--- config.mk ---
export PLATFORM = sky130hd
export DESIGN_NAME = imem_boot_loader_flat
export DESIGN_NICKNAME = d
export VERILOG_FILES = /design/src/rtl/imem_boot_loader_if.sv /design/src/rtl/imem_boot_loader.sv /design/src/flat_wrapper.sv
export SDC_FILE = /design/constraint.sdc
export NUM_CORES = 1
export LEC_CHECK = 0
export CORE_ASPECT_RATIO = 1.75
export CORE_UTILIZATION = 60
export CTS_CLUSTER_SIZE = 30
export DETAILED_ROUTE_END_ITERATION = 6
export DONT_BUFFER_PORTS = 1
export PLACE_DENSITY_LB_ADDON = 0.12
export SYNTH_ARGS = -nofsm -noshare
export SYNTH_HDL_FRONTEND = slang
export SYNTH_SLANG_ARGS = --single-unit
--- constraint.sdc ---
create_clock -name globalclock -period 2.35 [get_ports globalclock]
set_input_delay 0.5875 -clock globalclock [delete_from_list [all_inputs] [get_ports globalclock]]
set_output_delay 0.5875 -clock globalclock [all_outputs]
set_load 0.02 [all_outputs]
--- src/rtl/imem_boot_loader_if.sv ---
// Byte-stream valid/ready channel that carries the program image into the boot loader.
// The source drives in_valid/in_byte and the loader answers with in_ready.
interface imem_boot_loader_if;
    logic       in_valid;
    logic [7:0] in_byte;
    logic       in_ready;

    modport master (output in_valid, output in_byte, input  in_ready);
    modport slave  (input  in_valid, input  in_byte, output in_ready);
endinterface

--- src/rtl/imem_boot_loader.sv ---
// Loads a length-prefixed, XOR-checksummed byte image into instruction memory as 32-bit words
// and keeps the CPU in reset until the whole image has been written and verified.
module imem_boot_loader #(
    parameter int ADDR_W = 8
) (
    input  logic                globalclock,
    input  logic                globalreset,
    imem_boot_loader_if.slave   s_in,
    input  logic                reload,
    output logic                imem_we,
    output logic [ADDR_W-1:0]   imem_addr,
    output logic [31:0]         imem_wdata,
    output logic                cpu_reset,
    output logic                boot_done,
    output logic                boot_err,
    output logic [ADDR_W:0]     words_loaded
);

    localparam logic [16:0] MAX_WORDS = 17'(1) << ADDR_W;

    typedef enum logic [2:0] {
        ST_HDR_HI,
        ST_HDR_LO,
        ST_DATA,
        ST_WRITE,
        ST_CSUM,
        ST_RUN,
        ST_ERR
    } state_t;

    state_t              r_state;
    state_t              w_next;
    logic [15:0]         r_count;
    logic [7:0]          r_csum;
    logic [23:0]         r_pack;
    logic [1:0]          r_byte_idx;
    logic [ADDR_W:0]     r_words_loaded;
    logic                r_in_ready;
    logic                r_imem_we;
    logic [ADDR_W-1:0]   r_imem_addr;
    logic [31:0]         r_imem_wdata;
    logic                r_cpu_reset;
    logic                r_boot_done;
    logic                r_boot_err;

    logic                w_transfer;
    logic [15:0]         w_count_full;
    logic                w_last_word;
    logic                w_ready_next;

    assign w_transfer   = s_in.in_valid & r_in_ready;
    assign w_count_full = {r_count[15:8], s_in.in_byte};
    assign w_last_word  = (17'(r_words_loaded) + 17'd1) == {1'b0, r_count};
    // in_ready is registered from the next state so it is already low during reset and WRITE.
    assign w_ready_next = (w_next == ST_HDR_HI) || (w_next == ST_HDR_LO) ||
                          (w_next == ST_DATA)   || (w_next == ST_CSUM);

    always_ff @(posedge globalclock or negedge globalreset) begin
        if (!globalreset) begin
            r_state <= ST_HDR_HI;
        end else begin
            // NOTE: state is sequential, so it is updated with <= to avoid ordering races between processes.
            r_state <= w_next;
        end
    end

    always_comb begin
        // NOTE: default first so every path assigns w_next and no latch is inferred.
        w_next = r_state;
        case (r_state)
            ST_HDR_HI: if (w_transfer) w_next = ST_HDR_LO;
            ST_HDR_LO: begin
                if (w_transfer) begin
                    if ({1'b0, w_count_full} > MAX_WORDS) w_next = ST_ERR;
                    else if (w_count_full == 16'd0)       w_next = ST_CSUM;
                    else                                  w_next = ST_DATA;
                end
            end
            ST_DATA:   if (w_transfer && r_byte_idx == 2'd3) w_next = ST_WRITE;
            ST_WRITE:  w_next = w_last_word ? ST_CSUM : ST_DATA;
            ST_CSUM: begin
                if (w_transfer) w_next = (s_in.in_byte == r_csum) ? ST_RUN : ST_ERR;
            end
            ST_RUN,
            ST_ERR:    if (reload) w_next = ST_HDR_HI;
            default:   w_next = ST_HDR_HI;
        endcase
    end

    always_ff @(posedge globalclock or negedge globalreset) begin
        if (!globalreset) begin
            r_count        <= '0;
            r_csum         <= '0;
            r_pack         <= '0;
            r_byte_idx     <= '0;
            r_words_loaded <= '0;
            r_in_ready     <= 1'b0;
            r_imem_we      <= 1'b0;
            r_imem_addr    <= '0;
            r_imem_wdata   <= '0;
            r_cpu_reset    <= 1'b1;
            r_boot_done    <= 1'b0;
            r_boot_err     <= 1'b0;
        end else begin
            r_in_ready  <= w_ready_next;
            r_cpu_reset <= (w_next != ST_RUN);
            r_boot_done <= (w_next == ST_RUN);
            r_boot_err  <= (w_next == ST_ERR);
            r_imem_we   <= 1'b0;

            // Checksum covers header and data; the first header byte restarts it.
            if (w_transfer && r_state != ST_CSUM) begin
                r_csum <= (r_state == ST_HDR_HI) ? s_in.in_byte : (r_csum ^ s_in.in_byte);
            end

            case (r_state)
                ST_HDR_HI: if (w_transfer) r_count[15:8] <= s_in.in_byte;
                ST_HDR_LO: if (w_transfer) r_count[7:0]  <= s_in.in_byte;
                ST_DATA: begin
                    if (w_transfer) begin
                        r_pack     <= {r_pack[15:0], s_in.in_byte};
                        r_byte_idx <= r_byte_idx + 2'd1;
                        if (r_byte_idx == 2'd3) begin
                            r_imem_we    <= 1'b1;
                            r_imem_addr  <= r_words_loaded[ADDR_W-1:0];
                            r_imem_wdata <= {r_pack, s_in.in_byte};
                        end
                    end
                end
                ST_WRITE:  r_words_loaded <= r_words_loaded + 1'b1;
                ST_RUN,
                ST_ERR: begin
                    if (reload) begin
                        r_words_loaded <= '0;
                        r_csum         <= '0;
                        r_count        <= '0;
                        r_byte_idx     <= '0;
                    end
                end
                default: ;
            endcase
        end
    end

    assign s_in.in_ready = r_in_ready;
    assign imem_we       = r_imem_we;
    assign imem_addr     = r_imem_addr;
    assign imem_wdata    = r_imem_wdata;
    assign cpu_reset     = r_cpu_reset;
    assign boot_done     = r_boot_done;
    assign boot_err      = r_boot_err;
    assign words_loaded  = r_words_loaded;

endmodule
--- src/flat_wrapper.sv ---
// flat-port wrapper written by rule: the top's interface ports become plain ports
module imem_boot_loader_flat 
#(
    parameter int ADDR_W = 8
)
  (globalclock, globalreset, reload, imem_we, imem_addr, imem_wdata, cpu_reset, boot_done, boot_err, words_loaded, s_in_in_valid, s_in_in_byte, s_in_in_ready);
  imem_boot_loader_if s_in_i ();
  input  logic globalclock;
  input  logic globalreset;
  input  logic reload;
  output logic imem_we;
  output logic [ADDR_W-1:0] imem_addr;
  output logic [31:0] imem_wdata;
  output logic cpu_reset;
  output logic boot_done;
  output logic boot_err;
  output logic [ADDR_W:0] words_loaded;
  input wire logic [$bits(s_in_i.in_valid)-1:0] s_in_in_valid;
  input wire logic [$bits(s_in_i.in_byte)-1:0] s_in_in_byte;
  output wire logic [$bits(s_in_i.in_ready)-1:0] s_in_in_ready;
  assign s_in_i.in_valid = s_in_in_valid;
  assign s_in_i.in_byte = s_in_in_byte;
  assign s_in_in_ready = s_in_i.in_ready;
  imem_boot_loader #(.ADDR_W(ADDR_W)) u_core (.globalclock(globalclock), .globalreset(globalreset), .s_in(s_in_i), .reload(reload), .imem_we(imem_we), .imem_addr(imem_addr), .imem_wdata(imem_wdata), .cpu_reset(cpu_reset), .boot_done(boot_done), .boot_err(boot_err), .words_loaded(words_loaded));
endmodule
==> results of run 1 <==
## worst max-delay path, stage by stage, from the launching register on
cell and delay [ps]:
dfrtp_1 470, ha_1 290, and3_2 220, and3_1 220, or3_1 300, a22oi_1 180
o2111ai_1 180, a21bo_1 230
## where the power goes
part | internal, mW | leakage [nW] | switching (mW)
Clock | 0.725 | 0.134 | 0.647
Sequential | 2.57 | 1.40 | 0.969
Combinational | 0.922 | 1.01 | 0.941
## logic make-up after synthesis
kind of cell	after synthesis
multiplexers	41
AO/OA/AOI/OAI	55
buffers and inverters	34
AND/OR/NAND/NOR	177
adder cells (fa/ha/maj)	2
flip-flops	107
XOR/XNOR	29
## Yosys cell counts, types with 2 or more instances
cell type and number:
mux2_2 41, a22o_1 9, buf_1 5, dfrtp_1 106
nand4_1 2, nor3_1 9, a31oi_1 3, nand2_1 102
nor2_1 20, nand2b_1 5, nor4_1 5, buf_2 7
nand3_1 14, xnor2_1 14, or4_1 4, clkbuf_1 10
o22ai_1 3, xor2_1 15, and3_1 3, a21oi_1 6
ha_1 2, inv_1 11, and3_2 2, o21a_1 2
o21ai_0 21
## flip-flops by register name, indices dropped and copies added (netlist names), 2 cells and up
signal,cells
u_core.imem_addr,8
u_core.r_byte_idx,2
u_core.r_count,16
u_core.r_pack,24
u_core.r_state,3
u_core.imem_wdata,32
u_core.words_loaded,9
u_core.r_csum,8
## layout make-up
class | count | area, sq um | share of cell area (%)
Tap cell | 88 | 110 | 2.13
Inverter | 11 | 41.3 | 0.797
Timing Repair Buffer | 20 | 163 | 3.14
Multi-Input combinational cell | 304 | 1920 | 37.0
Clock buffer | 11 | 233 | 4.49
Clock inverter | 5 | 40.0 | 0.773
Sequential cell | 107 | 2680 | 51.7
## path summary, 6_finish.rpt
path | startpoint | to | cells past startpoint
setup / recovery | u_core.words_loaded[0]$_DFFE_PN0P_ | u_core.r_state[1]$_DFF_PN0_ | 7
hold / removal | globalreset | u_core.imem_addr[0]$_DFFE_PN0P_ | 0
setup reg to reg | u_core.words_loaded[0]$_DFFE_PN0P_ | u_core.r_state[1]$_DFF_PN0_ | 7
hold reg to reg | u_core.r_pack[20]$_DFFE_PN0P_ | u_core.r_pack[20]$_DFFE_PN0P_ | 2
max in group asynchronous | globalreset | u_core.cpu_reset$_DFF_PN1_ | 0
min in group globalclock | s_in_in_byte[5] | u_core.r_pack[5]$_DFFE_PN0P_ | 2
## metrics by stage
step / hold slack (ps) / instance area [sq um]
global route: -81.4 / 5180
floorplan: 292 / 4730
detailed placement: 294 / 4910
CTS: -82.1 / 5180
global placement: 294 / 4910
finish: -62.7 / 5180
## layer usage
metal / wire length [um] / share of wire (%)
met3: 416 / 4.4
met4: 151 / 1.6
met5: 0 / 0
met2: 5090 / 54
met1: 3840 / 40
==> summary.txt, run 1 <==
global placement routability congestion: 0.901
DRC Markers: 0
Most Crowded Layer GR: met2
post-CTS setup buffer count: 0
largest area contributor in the netlist: dfrtp_1
root buf cell: clkbuf_16
Die Width: 69.1 um
P&R area growth vs syn: 9.55%
synth top area cells: dfrtp_1 56%, mux2_2 9.8%, nand2_1 8.1%
synth unique cells: 49
non-filler cells, final: 546
sequential area share after synthesis: 56.6%
CTS tree: built
largest family of logic cells by synthesized area: simple AND/OR/NAND/NOR gates
Clk pin slew, worst setup/hold paths: 70 ps
chip height: 119 um
Initial Util: 62.1%
post-DP HPWL: 6.58 mm
syn nets: 459
RSZ-0062 raised after global routing: false
failing checks: hold timing
adder-cell share of the synthesized area: 0.529%
Final Hold Fails: 106
fin crit period: 2200 ps
Final WS setup: 148 ps
floorplan core area: 0.00762 sq mm
mux cell area share after synthesis: 9.76%
Fmax: 454 MHz
skew final: 8.09 ps
die area: 0.00826 sq mm
drt total wl: 9.49 mm
I/O Pins: 66
Synth Area in XOR/XNOR: 5.37%
CTS buffer count: 9
met3 Use GR: 7.53%
drt wl/cell: 17.4 um
Seq cells post-synth: 107
Ant. Diodes: 0
Worst VDD drop: 0.749 mV
Critical Path AT: 2440 ps
Fin Hold WS: -62.7 ps
Static Leak: 2.54 nW
CP Max Fanout: 7
pre-CTS WS: 141 ps
CP required: 2590 ps
vias: 3241
CTS max path bufs: 2
Fillers: 608
met1 Resource Use GR: 29.2%
YS warnings: 0
HP Class: in -> async
Reg2Reg Setup Slack: 150 ps
drt via density: 5.94
post-layout util: 68.0%
IO Port Bufs: 0
first-pass GRT wire length: 16.3 mm
DR iter-0 viols: 209
post-synthesis average cell area: 10.6 sq um
Worst-Margin Slew: 736 ps
Max Slew Vio Count: 0
Synth top area share: 56.1%
Post-Synth Simple-Gate Area: 17.1%
crit end category: flip-flop
htree depth: 3
Synth Area in Compound Gates: 7.65%
Final nets: 467
Pre-Repair DR Iteration Count: 4
Total Routing Usage GR: 25.2%
share of cells above drive strength 1: 18.3%
Main synth FF type: dfrtp_1
most common cell after layout, fill and taps aside: dfrtp_1
slew margin rel.: 50.6%
Final TNS setup: 0 ps
CP Class: reg -> reg
async set or reset register ratio after synthesis: 100%
clk sink count: 107
Cell Rows: 42
Final Power: 6.77 mW
Post-DRT Antenna Nets: 0
most frequent cells in the layout: 106 x dfrtp_1, 101 x nand2_1, 41 x mux2_2
fin crit share: 93.7%
Mapped Area: 0.00473 sq mm
met2 GRT Util: 43.9%
largest net degree at the start of global routing: 108
initial antenna violation count: 0
vias in the first global route: 3336
Post-synth EDFFs: 0
Power Density: 1310 mW/mm^2
dpl cells: 530
crit path launch type: flip-flop
outcome: finished with violations
Skew-Pair Late Insertion Delay: 350 ps
Mapped Cells: 445
max_cap viols: 0
gr ovfl total: 0
CTS resizes: 0
setup violators final: 0
Power figures use the tool's default switching activity.
==> inputs of run 2 (changes only) <==
MAX_ROUTING_LAYER = met4   (was not set)
clock period = 2.5 ns   (was 2.35 ns; I/O delays follow)
==> run 2 against run 1 <==
  * Setup slack better by 97 ps
  * The run still ends with hold timing left
  * Sequential power down 6.5%
  * Largest power group unchanged
  * Combinational power fell by 7%
  * Largest cell class unchanged
  * Power shrank 5.6%
  * Via count shrank 0.65%
==> summary.txt, run 2 (same netlist as run 1, synthesis figures left out) <==
outcome: finished with violations
failing checks: hold timing
Cell Rows: 42
met1 Resource Use GR: 29.6%
vias in the first global route: 3255
Max Slew Vio Count: 0
R2R Path End: u_core.r_state[1]$_DFF_PN0_
CP peak stage delay: 480 ps
worst-path cell chain: ha_1, and3_2, and3_1, or3_1, a22oi_1, o2111ai_1, a21bo_1
Power Density: 1240 mW/mm^2
Worst-Margin Slew: 859 ps
crit end category: flip-flop
Worst path slowest cell: dfrtp_1
P&R area growth vs syn: 9.10%
Fin Hold WS: -29.5 ps
vias: 3220
Final nets: 462
Clk pin slew, worst setup/hold paths: 70 ps
root buf cell: clkbuf_16
Skew-Pair Late Insertion Delay: 350 ps
clk sink count: 107
CP required: 2740 ps
Largest register FFs: 32
largest net degree at the start of global routing: 108
floorplan core area: 0.00762 sq mm
met3 Use GR: 7.02%
Ant. Diodes: 0
Psw: 2.40 mW
Combinational Power Share: 27.1%
Final TNS setup: 0 ps
initial antenna violation count: 0
reg2reg path depth: 7
Clock Power Share: 21.1%
setup violators final: 0
most common cell after layout, fill and taps aside: dfrtp_1
drt wl/cell: 17.5 um
Final WS setup: 245 ps
Pre-Repair DR Iteration Count: 4
drt via density: 5.95
Fillers: 589
Total Routing Usage GR: 25.5%
Initial Util: 62.1%
Reg2Reg Setup Slack: 250 ps
CTS buffer count: 9
Critical Path AT: 2490 ps
pre-CTS WS: 246 ps
chip height: 119 um
Final Hold Fails: 82
gr ovfl total: 0
most frequent cells in the layout: 106 x dfrtp_1, 101 x nand2_1, 41 x mux2_2
Die Width: 69.1 um
die area: 0.00826 sq mm
Worst VDD drop: 0.747 mV
global placement routability congestion: 0.900
first-pass GRT wire length: 15.9 mm
RSZ-0062 raised after global routing: false
CP Class: reg -> reg
DRC Markers: 0
skew final: 7.19 ps
max_cap viols: 0
met2 GRT Util: 40.3%
IO Port Bufs: 0
slew margin rel.: 42.6%
Post-DRT Antenna Nets: 0
HP Class: in -> async
share of cells above drive strength 1: 17.9%
fin crit period: 2250 ps
Static Leak: 2.53 nW
Fmax: 444 MHz
htree depth: 3
CTS tree: built
post-DP HPWL: 6.53 mm
drt total wl: 9.45 mm
Flop pwr share: 51.8%
crit path launch type: flip-flop
CTS max path bufs: 2
Internal Power: 3.99 mW
DR iter-0 viols: 231
fin crit share: 90.2%
CP Max Fanout: 7
Most Crowded Layer GR: met2
I/O Pins: 66
Sw Ratio: 37.5%
Final Power: 6.39 mW
RR Startpoint: u_core.words_loaded[0]$_DFFE_PN0P_
[run 2: stage by stage]
stage / area [sq um] / cells / util (%)
floorplan: 4730 / 445 / -
global placement: 4870 / 525 / 63.9
detailed placement: 4870 / 525 / 63.9
CTS: 5160 / 541 / 67.7
global route: 5160 / 541 / 67.7
finish: 5160 / 541 / 67.7
[run 2: worst max path at each step]
stage                                                   from                        endpoint  depth (start not counted)
after floorplan           u_core.words_loaded[5]$_DFFE_PN0P_     u_core.r_state[1]$_DFF_PN0_                          7
after global placement                       s_in_in_byte[6]  u_core.s_in.in_ready$_DFF_PN0_                          6
after detailed placement  u_core.words_loaded[3]$_DFFE_PN0P_     u_core.r_state[1]$_DFF_PN0_                          6
after CTS                 u_core.words_loaded[3]$_DFFE_PN0P_     u_core.r_state[1]$_DFF_PN0_                          6
after global routing      u_core.words_loaded[3]$_DFFE_PN0P_     u_core.r_state[1]$_DFF_PN0_                          6
final                     u_core.words_loaded[0]$_DFFE_PN0P_     u_core.r_state[1]$_DFF_PN0_                          7
[run 2: power by group through the flow]
stage	logic (mW)	clock network [mW]	registers (mW)
after floorplan	1.41	0	3.19
after global placement	1.67	0	3.32
after CTS	1.74	1.38	3.31
after detailed placement	1.73	0	3.35
final	1.73	1.35	3.31
after global routing	1.94	1.45	3.40
[run 2: layout make-up]
| cell class | count | area [sq um] | share of cell area (%) |
|---|---|---|---|
| Inverter | 11 | 41.3 | 0.800 |
| Clock buffer | 11 | 253 | 4.90 |
| Multi-Input combinational cell | 304 | 1920 | 37.1 |
| Clock inverter | 5 | 36.3 | 0.703 |
| Timing Repair Buffer | 15 | 125 | 2.42 |
| Sequential cell | 107 | 2680 | 51.9 |
| Tap cell | 88 | 110 | 2.13 |
[run 2: routing by layer]
layer | part of all wire (%) | vias to the layer above
li1 | - | 1522
met1 | 39 | 1569
met2 | 51 | 103
met3 | 6.3 | 26
met4 | 3.6 | 0
met5 | 0 | -
[run 2: critical path: cells and delay by family, from the launching register on]
kind / cells / cell delay [ps]
compound gates: 3 / 600
simple gates: 3 / 760
fa+ha+maj: 1 / 290
flops: 1 / 480
[run 2: repair_timing]
| item | CTS | global route |
|---|---|---|
| buffers inserted | 0 | 0 |
| gates resized for setup | 0 | 0 |
| hold endpoints to repair | 106 | 106 |
